<file path="src/rtl/rr_one_hot_arbiter_if.sv">
// Request/grant bundle between requesters and the round-robin arbiter.
// The master side drives requests and done; the slave side is the arbiter.
interface rr_one_hot_arbiter_if #(
    parameter int NUM_REQ = 4,
    parameter int IDX_W   = 2
);
    logic [NUM_REQ-1:0] req_i;
    logic               done_i;
    logic [NUM_REQ-1:0] gnt_o;
    logic [IDX_W-1:0]   gnt_idx_o;
    logic               gnt_valid_o;
    logic               timeout_o;

    modport master (
        output req_i,
        output done_i,
        input  gnt_o,
        input  gnt_idx_o,
        input  gnt_valid_o,
        input  timeout_o
    );

    modport slave (
        input  req_i,
        input  done_i,
        output gnt_o,
        output gnt_idx_o,
        output gnt_valid_o,
        output timeout_o
    );
endinterface

</file>
<file path="src/rtl/rr_one_hot_arbiter.sv">
// Round-robin arbiter: grant held until done, binary index plus one-hot.
// RR_TIMEOUT_EN adds a forced release after MAX_HOLD busy cycles.
module rr_one_hot_arbiter #(
    parameter int NUM_REQ  = 4,
    parameter int IDX_W    = 2,
    parameter int MAX_HOLD = 16
) (
    input logic                 clk,
    input logic                 reset_n,
    rr_one_hot_arbiter_if.slave arb
);

    localparam logic [IDX_W:0]   NUM_W    = (IDX_W+1)'(NUM_REQ);
    localparam logic [IDX_W-1:0] LAST_IDX = IDX_W'(NUM_REQ - 1);

    if (IDX_W != $clog2(NUM_REQ) || NUM_REQ < 2 || NUM_REQ > 16 ||
        MAX_HOLD < 1) begin : g_bad_cfg
        $error("rr_one_hot_arbiter: illegal parameter set");
    end

    typedef enum logic {
        IDLE,
        BUSY
    } state_t;

    state_t state_q, state_d;

    logic [IDX_W-1:0]   ptr_q, ptr_d;
    logic [IDX_W-1:0]   idx_q, idx_d;
    logic [NUM_REQ-1:0] rot;
    logic [IDX_W:0]     off;
    logic [IDX_W:0]     sum;
    logic               win_vld;
    logic [IDX_W-1:0]   win_idx;
    logic               force_hit;
    logic [IDX_W-1:0]   ptr_adv;

    // Rotate so bit i is requester (ptr+i) mod NUM_REQ; lowest set bit wins.
    always_comb begin
        rot     = NUM_REQ'({arb.req_i, arb.req_i} >> ptr_q);
        win_vld = 1'b0;
        off     = '0;
        for (int i = NUM_REQ - 1; i >= 0; i--) begin
            if (rot[i]) begin
                win_vld = 1'b1;
                off     = (IDX_W+1)'(i);
            end
        end
        sum     = {1'b0, ptr_q} + off;
        win_idx = (sum >= NUM_W) ? IDX_W'(sum - NUM_W) : IDX_W'(sum);
    end

    assign ptr_adv = (idx_q == LAST_IDX) ? '0 : idx_q + 1'b1;

`ifdef RR_TIMEOUT_EN
    localparam int HOLD_W = $clog2(MAX_HOLD + 1);
    localparam logic [HOLD_W-1:0] HOLD_LAST = HOLD_W'(MAX_HOLD - 1);

    logic [HOLD_W-1:0] hold_q;
    logic              tmo_q;

    // A done on the limit edge wins; only an unanswered limit forces release.
    assign force_hit = (state_q == BUSY) && !arb.done_i &&
                       (hold_q == HOLD_LAST);

    always_ff @(posedge clk or negedge reset_n) begin
        if (!reset_n) begin
            hold_q <= '0;
            tmo_q  <= 1'b0;
        end else begin
            tmo_q <= force_hit;
            if (state_q == IDLE) begin
                hold_q <= '0;
            end else begin
                hold_q <= hold_q + 1'b1;
            end
        end
    end

    assign arb.timeout_o = tmo_q;
`else
    assign force_hit     = 1'b0;
    assign arb.timeout_o = 1'b0;
`endif

    always_comb begin
        state_d = state_q;
        ptr_d   = ptr_q;
        idx_d   = idx_q;
        unique case (state_q)
            IDLE: begin
                if (win_vld) begin
                    state_d = BUSY;
                    idx_d   = win_idx;
                end
            end
            BUSY: begin
                if (arb.done_i || force_hit) begin
                    state_d = IDLE;
                    ptr_d   = ptr_adv;
                end
            end
        endcase
    end

    always_ff @(posedge clk or negedge reset_n) begin
        if (!reset_n) begin
            state_q <= IDLE;
            ptr_q   <= '0;
            idx_q   <= '0;
        end else begin
            state_q <= state_d;
            ptr_q   <= ptr_d;
            idx_q   <= idx_d;
        end
    end

    assign arb.gnt_valid_o = (state_q == BUSY);
    assign arb.gnt_idx_o   = idx_q;

    always_comb begin
        arb.gnt_o = '0;
        for (int k = 0; k < NUM_REQ; k++) begin
            arb.gnt_o[k] = (state_q == BUSY) && (idx_q == IDX_W'(k));
        end
    end

endmodule

</file>
<file path="src/flat_wrapper.sv">
// flat-port wrapper written by rule: the top's interface ports become plain ports
module rr_one_hot_arbiter_flat 
#(
    parameter int NUM_REQ  = 4,
    parameter int IDX_W    = 2,
    parameter int MAX_HOLD = 16
)
  (clk, reset_n, arb_req_i, arb_done_i, arb_gnt_o, arb_gnt_idx_o, arb_gnt_valid_o, arb_timeout_o);
  rr_one_hot_arbiter_if #(.NUM_REQ(NUM_REQ), .IDX_W(IDX_W)) arb_i ();
  input logic clk;
  input logic reset_n;
  input wire logic [$bits(arb_i.req_i)-1:0] arb_req_i;
  input wire logic [$bits(arb_i.done_i)-1:0] arb_done_i;
  output wire logic [$bits(arb_i.gnt_o)-1:0] arb_gnt_o;
  output wire logic [$bits(arb_i.gnt_idx_o)-1:0] arb_gnt_idx_o;
  output wire logic [$bits(arb_i.gnt_valid_o)-1:0] arb_gnt_valid_o;
  output wire logic [$bits(arb_i.timeout_o)-1:0] arb_timeout_o;
  assign arb_i.req_i = arb_req_i;
  assign arb_i.done_i = arb_done_i;
  assign arb_gnt_o = arb_i.gnt_o;
  assign arb_gnt_idx_o = arb_i.gnt_idx_o;
  assign arb_gnt_valid_o = arb_i.gnt_valid_o;
  assign arb_timeout_o = arb_i.timeout_o;
  rr_one_hot_arbiter #(.NUM_REQ(NUM_REQ), .IDX_W(IDX_W), .MAX_HOLD(MAX_HOLD)) u_core (.clk(clk), .reset_n(reset_n), .arb(arb_i));
endmodule
</file>
<file path="config.mk">
export PLATFORM = sky130hd
export DESIGN_NAME = rr_one_hot_arbiter_flat
export DESIGN_NICKNAME = d
export VERILOG_FILES = /design/src/rtl/rr_one_hot_arbiter_if.sv /design/src/rtl/rr_one_hot_arbiter.sv /design/src/flat_wrapper.sv
export SDC_FILE = /design/constraint.sdc
export NUM_CORES = 1
export LEC_CHECK = 0
export ABC_AREA = 1
export BUFFER_PORTS_ARGS = -buffer_cell sky130_fd_sc_hd__buf_4
export CORE_AREA = 2 2 39 41
export DETAILED_ROUTE_END_ITERATION = 12
export DIE_AREA = 0 0 41 43
export PLACE_DENSITY_LB_ADDON = 0.3
export RECOVER_POWER = 50
export SKIP_CTS_REPAIR_TIMING = 1
export SYNTH_ARGS = -nofsm -noshare
export SYNTH_HDL_FRONTEND = slang
export SYNTH_SLANG_ARGS = --single-unit
</file>
<file path="constraint.sdc">
create_clock -name clk -period 2.1 [get_ports clk]
set_input_delay 0.42 -clock clk [delete_from_list [all_inputs] [get_ports clk]]
set_output_delay 0.42 -clock clk [all_outputs]
set_load 0.05 [all_outputs]
</file>
==> results of run 1 <==
metal layers:
metal	up-vias	GRT usage (%)	routed length, um
met2	12	20.63	452
met4	0	8.000	14
met5	-	0	0
li1	254	-	-
met3	2	3.141	53
met1	196	16.78	456
flip-flops by register name (all words and copies together) (netlist names):
signal and flops:
u_core.arb.gnt_valid_o 1, u_core.ptr_q 2, u_core.arb.gnt_idx_o 2
layout make-up:
type | count | share of cell area (%)
inverters | 13 | 7.943
repair buffers | 14 | 16.29
multi-input cells | 52 | 47.86
well taps | 16 | 3.259
clock buffers | 4 | 4.277
flip-flops and latches | 5 | 20.37
worst reg2reg max path, cell delays in order (launching register included):
cell and delay, ns:
dfrtp_1 0.47, inv_2 0.08, nand2_1 0.09, nand3_1 0.07, nand2_1 0.09, nand3_1 0.06
a21boi_0 0.16, ha_1 0.19, xor2_1 0.20, nand3_1 0.10, nand2_1 0.07, nand3_1 0.06
nand2_1 0.08, inv_1 0.04
Yosys cell counts:
| master | count | area share [%] |
|---|---|---|
| inv_2 | 4 | 3.2 |
| nand2_4 | 2 | 4.7 |
| o21ai_0 | 1 | 1.1 |
| a21oi_1 | 1 | 1.1 |
| xor2_1 | 1 | 1.8 |
| nand2_1 | 22 | 17 |
| a21boi_0 | 1 | 1.6 |
| inv_1 | 9 | 7.1 |
| nand2_2 | 4 | 5.3 |
| o31ai_1 | 1 | 1.6 |
| conb_1 | 1 | 0.79 |
| buf_4 | 1 | 1.6 |
| dfrtp_1 | 5 | 26 |
| nor2_1 | 1 | 0.79 |
| nand3_1 | 12 | 13 |
| ha_1 | 5 | 13 |
metrics by stage:
| stage | hold WS (ns) | worst slack, ns | util (%) | power [mW] |
|---|---|---|---|---|
| 6_report | 0.3644 | 0.2330 | 44.39 | 1.123 |
| 5_1_grt | 0.3514 | 0.02092 | 44.39 | 1.233 |
| 4_1_cts | -0.03327 | 0.2276 | 44.21 | 1.141 |
| 3_5_place_dp | 0.2263 | 0.2448 | 42.31 | 1.020 |
| 3_3_place_gp | 0.2238 | 0.2815 | 42.31 | 1.011 |
| 2_1_floorplan | 0.1244 | 0.3785 | - | 0.8266 |
cell families (layout without fill, tap and decap cells):
family	count (synthesis)	in the layout	synth area share [%]
AOI/OAI and AO/OA	4	4	5.262
xor gates and xnor gates	1	1	1.842
adders and majority gates	5	5	13.16
buffers and inverters	14	31	11.84
DFF	5	5	26.32
other	1	1	0.7887
and+or+nand+nor	41	41	40.79
power breakdown:
group          internal (mW)  total [mW]  switching [mW]
logic                  0.254       0.783           0.528
registers              0.145       0.226          0.0815
clock network         0.0720       0.114          0.0417
final timing paths:
check	start	to	slack (ns)	depth (start not counted)
worst max-delay path	u_core.ptr_q[0]	u_core.arb.gnt_idx_o[1]	0.23	13
worst min-delay path	arb_done_i	u_core.arb.gnt_valid_o	0.36	2
worst max register to register	u_core.ptr_q[0]	u_core.arb.gnt_idx_o[1]	0.23	13
worst min register to register	u_core.arb.gnt_idx_o[0]	u_core.ptr_q[0]	0.60	1
max in group asynchronous	reset_n	u_core.ptr_q[0]	1.32	2
min in group asynchronous	reset_n	u_core.arb.gnt_idx_o[0]	0.56	2
==> impl_metrics.csv, run 1 <==
group,metric,value,unit
run_status,status,"finished, final reports clean",
synthesis,yosysSeqAreaShare,26.32,%
finish,drive_gt1_share,27.27,%
global_route,first_global_vias,418,
finish,fin_cells,104,
finish,fillers,145,
finish,insertedDiodeCount,0,
flow_run,cap_violations,0,
finish,multi_input_area,294.0,um2
setup_path,worst_path_dominant_cell_family,"simple AND/OR/NAND/NOR gates",
placed_design,placed_cell_area,585.6,um2
placed_design,io_buffers,13,
clock_tree,htreeDepth,1,
synthesis,synth.avg_cell_area,6.697,um2
floorplanning,row_count,14,
floorplanning,initial_core_util,34.36,%
timing,tns,0,ns
synthesis,synthesis.area,475.5,um2
timing,slew-limit-headroom,60.74,%
global_route,grt_max_degree,8,
floorplanning,die_area,1763,um2
synthesis,ys_ff_latch,5,
timing,setup_viol,0,
clock_tree,cts_tree,"yes",
clock_tree,cts_buffer_depth,2,
placed_design,placed_cells,99,
route,first_iter_violations,10,
min_path,min_path_type,"primary input to flop",
timing,fmax,0.5356,GHz
finish,seqCellArea,125.1,um2
timing,worst_slew_pin_slew,0.5914,ns
power,vdd_drop_max,0.7721,mV
timing,fin_crit,1.867,ns
power,powerDensity,1827,nW/um2
timing,rsz0062_at_grt,"no",
finish,layout_commonest_cell,"nand2_1",
route,antenna_left,0,
floorplanning,core-area,1384,um2
global_route,grt_overflow,0,
placed_design,hpwl,796.5,um
synthesis,syn-num-nets,83,
power,p_leak,0.3821,nW
route,viasPerCell,4.462,
setup_path,crit_chain,"inv_2, nand2_1, nand3_1, nand2_1, nand3_1, a21boi_0, ha_1, xor2_1, nand3_1, nand2_1, nand3_1, nand2_1, inv_1",
floorplanning,die_y,43,um
route,dr_total_vias,464,
clock_tree,insertion_delay,0.24,ns
placed_design,gp_congestion,0.7017,
setup_path,criticalPathCategory,"flop to flop",
finish,fin_area,614.3,um2
route,drtPass1Iterations,4,
timing,period_share,88.91,%
setup_path,end_kind,"flop",
floorplanning,num_io_pins,15,
clock_tree,root_buffer,"clkbuf_4",
setup_path,crit_buf_inv,2,
route,drt_wl_total,976,um
setup_path,worst_path_max_delay_cell,"dfrtp_1",
global_route,antenna_found_initial,0,
setup_path,required,2.23,ns
global_route,grt_pass1_wl,1.607,mm
setup_path,cp.arrival,2.00,ns
floorplanning,die_w,41,um
clock_tree,cts_buffers,3,
finish,fin_nets,101,
global_route,track_usage,13.65,%
route,drc,0,
timing,slew_viol_final,0,
synthesis,netlist_instances,71,
clock_tree,cts_sinks,5,
timing,final-hold-violation-count,0,
finish,area_delta_synth_final,29.21,%
synthesis,ys_types,16,
setup_path,crit_path_max_fanout,7,
clock_tree,clkSlewWorstSetupHoldPaths,0.05,ns
timing,clock_skew,0.004502,ns
setup_path,start_kind,"flop",
route,wire_per_inst,9.385,um
finish,mostFrequentLayoutCells,"nand2_1 (22), nand3_1 (12), buf_4 (11)",
setup_path,slowest_delay,0.47,ns
synthesis,ys_warn_count,0,
No activity file was read; power rests on OpenSTA's default activity.
==> run 2, diff against run 1 <==
Clock period 2.1 ns to 1.5 ns, I/O delays scaled along.
==> run 2 against run 1 <==
Against the previous run: the flow now finishes with violations (setup timing); die area unchanged; sequential share of layout area is 3.7 points lower; wire length up 25%; sequential power rose by 44%; count of clock-buffer cells in the layout did not move; critical path depth shrank 1; worst setup slack worse by 0.47 ns; critical endpoint unchanged.
==> impl_metrics.csv, run 2 (synthesis gave the netlist of run 1 again) <==
group,metric,value,unit
placed_design,io_buffers,13,
finish,insertedDiodeCount,0,
global_route,grt_pass1_wl,1.580,mm
finish,layout_commonest_cell,"buf_4",
min_path,worst_hold_path.num_cells,2,
timing,layout_setup_ws,-0.2347,ns
global_route,grt_overflow,0,
floorplanning,core-area,1384,um2
route,viasPerCell,4.611,
global_route,grt.met1_usage,15.08,%
timing,rsz0062_at_grt,"yes",
clock_tree,clkSlewWorstSetupHoldPaths,0.05,ns
run_status,violations,"setup timing",
timing,setup_viol,3,
setup_path,start_kind,"flop",
route,wire_per_inst,10.82,um
global_route,groute.layer.met3.usage,3.141,%
clock_tree,cts_buffer_depth,2,
timing,fmax,0.5765,GHz
setup_path,reg2regPathDepth,12,
floorplanning,die_w,41,um
route,first_iter_violations,2,
finish,area_delta_synth_final,62.37,%
route,drc,0,
route,drt_wl_total,1.223,mm
clock_tree,cts_sinks,5,
setup_path,reg2reg_from,"u_core.ptr_q[0]",
setup_path,required,1.64,ns
finish,fin_nets,110,
route,drtPass1Iterations,2,
global_route,antenna_found_initial,0,
global_route,track_usage,13.33,%
power,powerDensity,2562,nW/um2
timing,period_share,115.6,%
min_path,hold_path.startpoint,"arb_done_i",
floorplanning,initial_core_util,34.36,%
route,antenna_left,0,
finish,final_core_util,55.79,%
global_route,first_global_vias,440,
setup_path,cp.arrival,1.88,ns
power,power.total,1.978,mW
setup_path,criticalPathCategory,"flop to flop",
route,dr_total_vias,521,
min_path,min_path_type,"primary input to flop",
finish,drive_gt1_share,57.73,%
min_path,hold-path-endpoint,"u_core.arb.gnt_valid_o",
timing,final-hold-violation-count,0,
setup_path,crit_path_max_fanout,6,
floorplanning,num_io_pins,15,
floorplanning,row_count,14,
finish,fillers,135,
finish,seqCellArea,128.9,um2
placed_design,hpwl,846.5,um
global_route,grt_max_degree,8,
flow_run,cap_violations,0,
timing,fin_crit,1.735,ns
clock_tree,root_buffer,"clkbuf_4",
global_route,grtUsageMet2,21.25,%
global_route,top_usage_layer,"met2",
clock_tree,insertion_delay,0.25,ns
power,vdd_drop_max,1.322,mV
timing,clock_skew,0.001371,ns
clock_tree,htreeDepth,1,
clock_tree,cts_buffers,3,
power,p_leak,0.4447,nW
run_status,status,"finished with violations",
timing,tns,-0.3338,ns
setup_path,end_kind,"flop",
placed_design,gp_congestion,0.6485,
clock_tree,cts_tree,"yes",
setup_path,reg2reg_to,"u_core.arb.gnt_idx_o[1]",
floorplanning,die_area,1763,um2
setup_path,ff2ff_setup_slack,-0.23,ns
finish,mostFrequentLayoutCells,"buf_4 (19), nand2_1 (15), nand2_2 (10)",
finish,multi_input_area,362.8,um2
floorplanning,die_y,43,um
timing,slew_viol_final,0,
-- run 2: per-stage QoR --
| step | area [um2] | hold WS (ns) | setup slack [ns] | instances |
|---|---|---|---|---|
| 6_report | 772.0 | 0.2457 | -0.2347 | 113 |
| 5_1_grt | 772.0 | 0.2469 | -0.3875 | 113 |
| 4_1_cts | 668.1 | -0.1590 | -0.3114 | 110 |
| 3_5_place_dp | 641.9 | 0.1062 | -0.3013 | 106 |
| 3_3_place_gp | 641.9 | 0.1039 | -0.2687 | 106 |
| 2_1_floorplan | 479.2 | 0.004409 | -0.1242 | 71 |
-- run 2: report_power, final --
group | switching, mW | internal [mW] | leakage (nW)
Clock | 0.0611 | 0.101 | 0.0150
Sequential | 0.115 | 0.211 | 0.0541
Combinational | 0.886 | 0.604 | 0.376
-- run 2: final cells by class --
class                   count  share of cell area (%)
clock buffers               4                   3.404
repair buffers             23                   23.66
well taps                  16                   2.593
multi-input cells          52                   47.00
flip-flops and latches      5                   16.69
inverters                  13                   6.645
-- run 2: worst max-delay path: stages (launching register included) --
cell      delay [ns]
dfrtp_2         0.46
inv_4           0.11
nand2_2         0.07
nand3_1         0.08
nand2_2         0.06
a21boi_2        0.15
ha_2            0.19
xor2_2          0.17
nand3_1         0.09
nand2_1         0.08
nand3_1         0.06
nand2_1         0.06
inv_1           0.04
-- run 2: worst max path at each step --
stage                     depth (start not counted)  slack, ns             from                 endpoint
after floorplan                                  13      -0.12  u_core.ptr_q[0]  u_core.arb.gnt_idx_o[1]
after global placement                           13      -0.27  u_core.ptr_q[0]  u_core.arb.gnt_idx_o[1]
after detailed placement                         13      -0.30  u_core.ptr_q[0]  u_core.arb.gnt_idx_o[1]
after CTS                                        13      -0.31  u_core.ptr_q[0]  u_core.arb.gnt_idx_o[1]
after global routing                             13      -0.39  u_core.ptr_q[0]  u_core.arb.gnt_idx_o[1]
final                                            12      -0.23  u_core.ptr_q[0]  u_core.arb.gnt_idx_o[1]
-- run 2: layer usage --
metal,routed length [um],vias up,part of all wire [%]
met1,502,238,41
li1,-,268,-
met5,0,-,0
met3,40,3,3.3
met4,25,0,2.0
met2,655,12,54
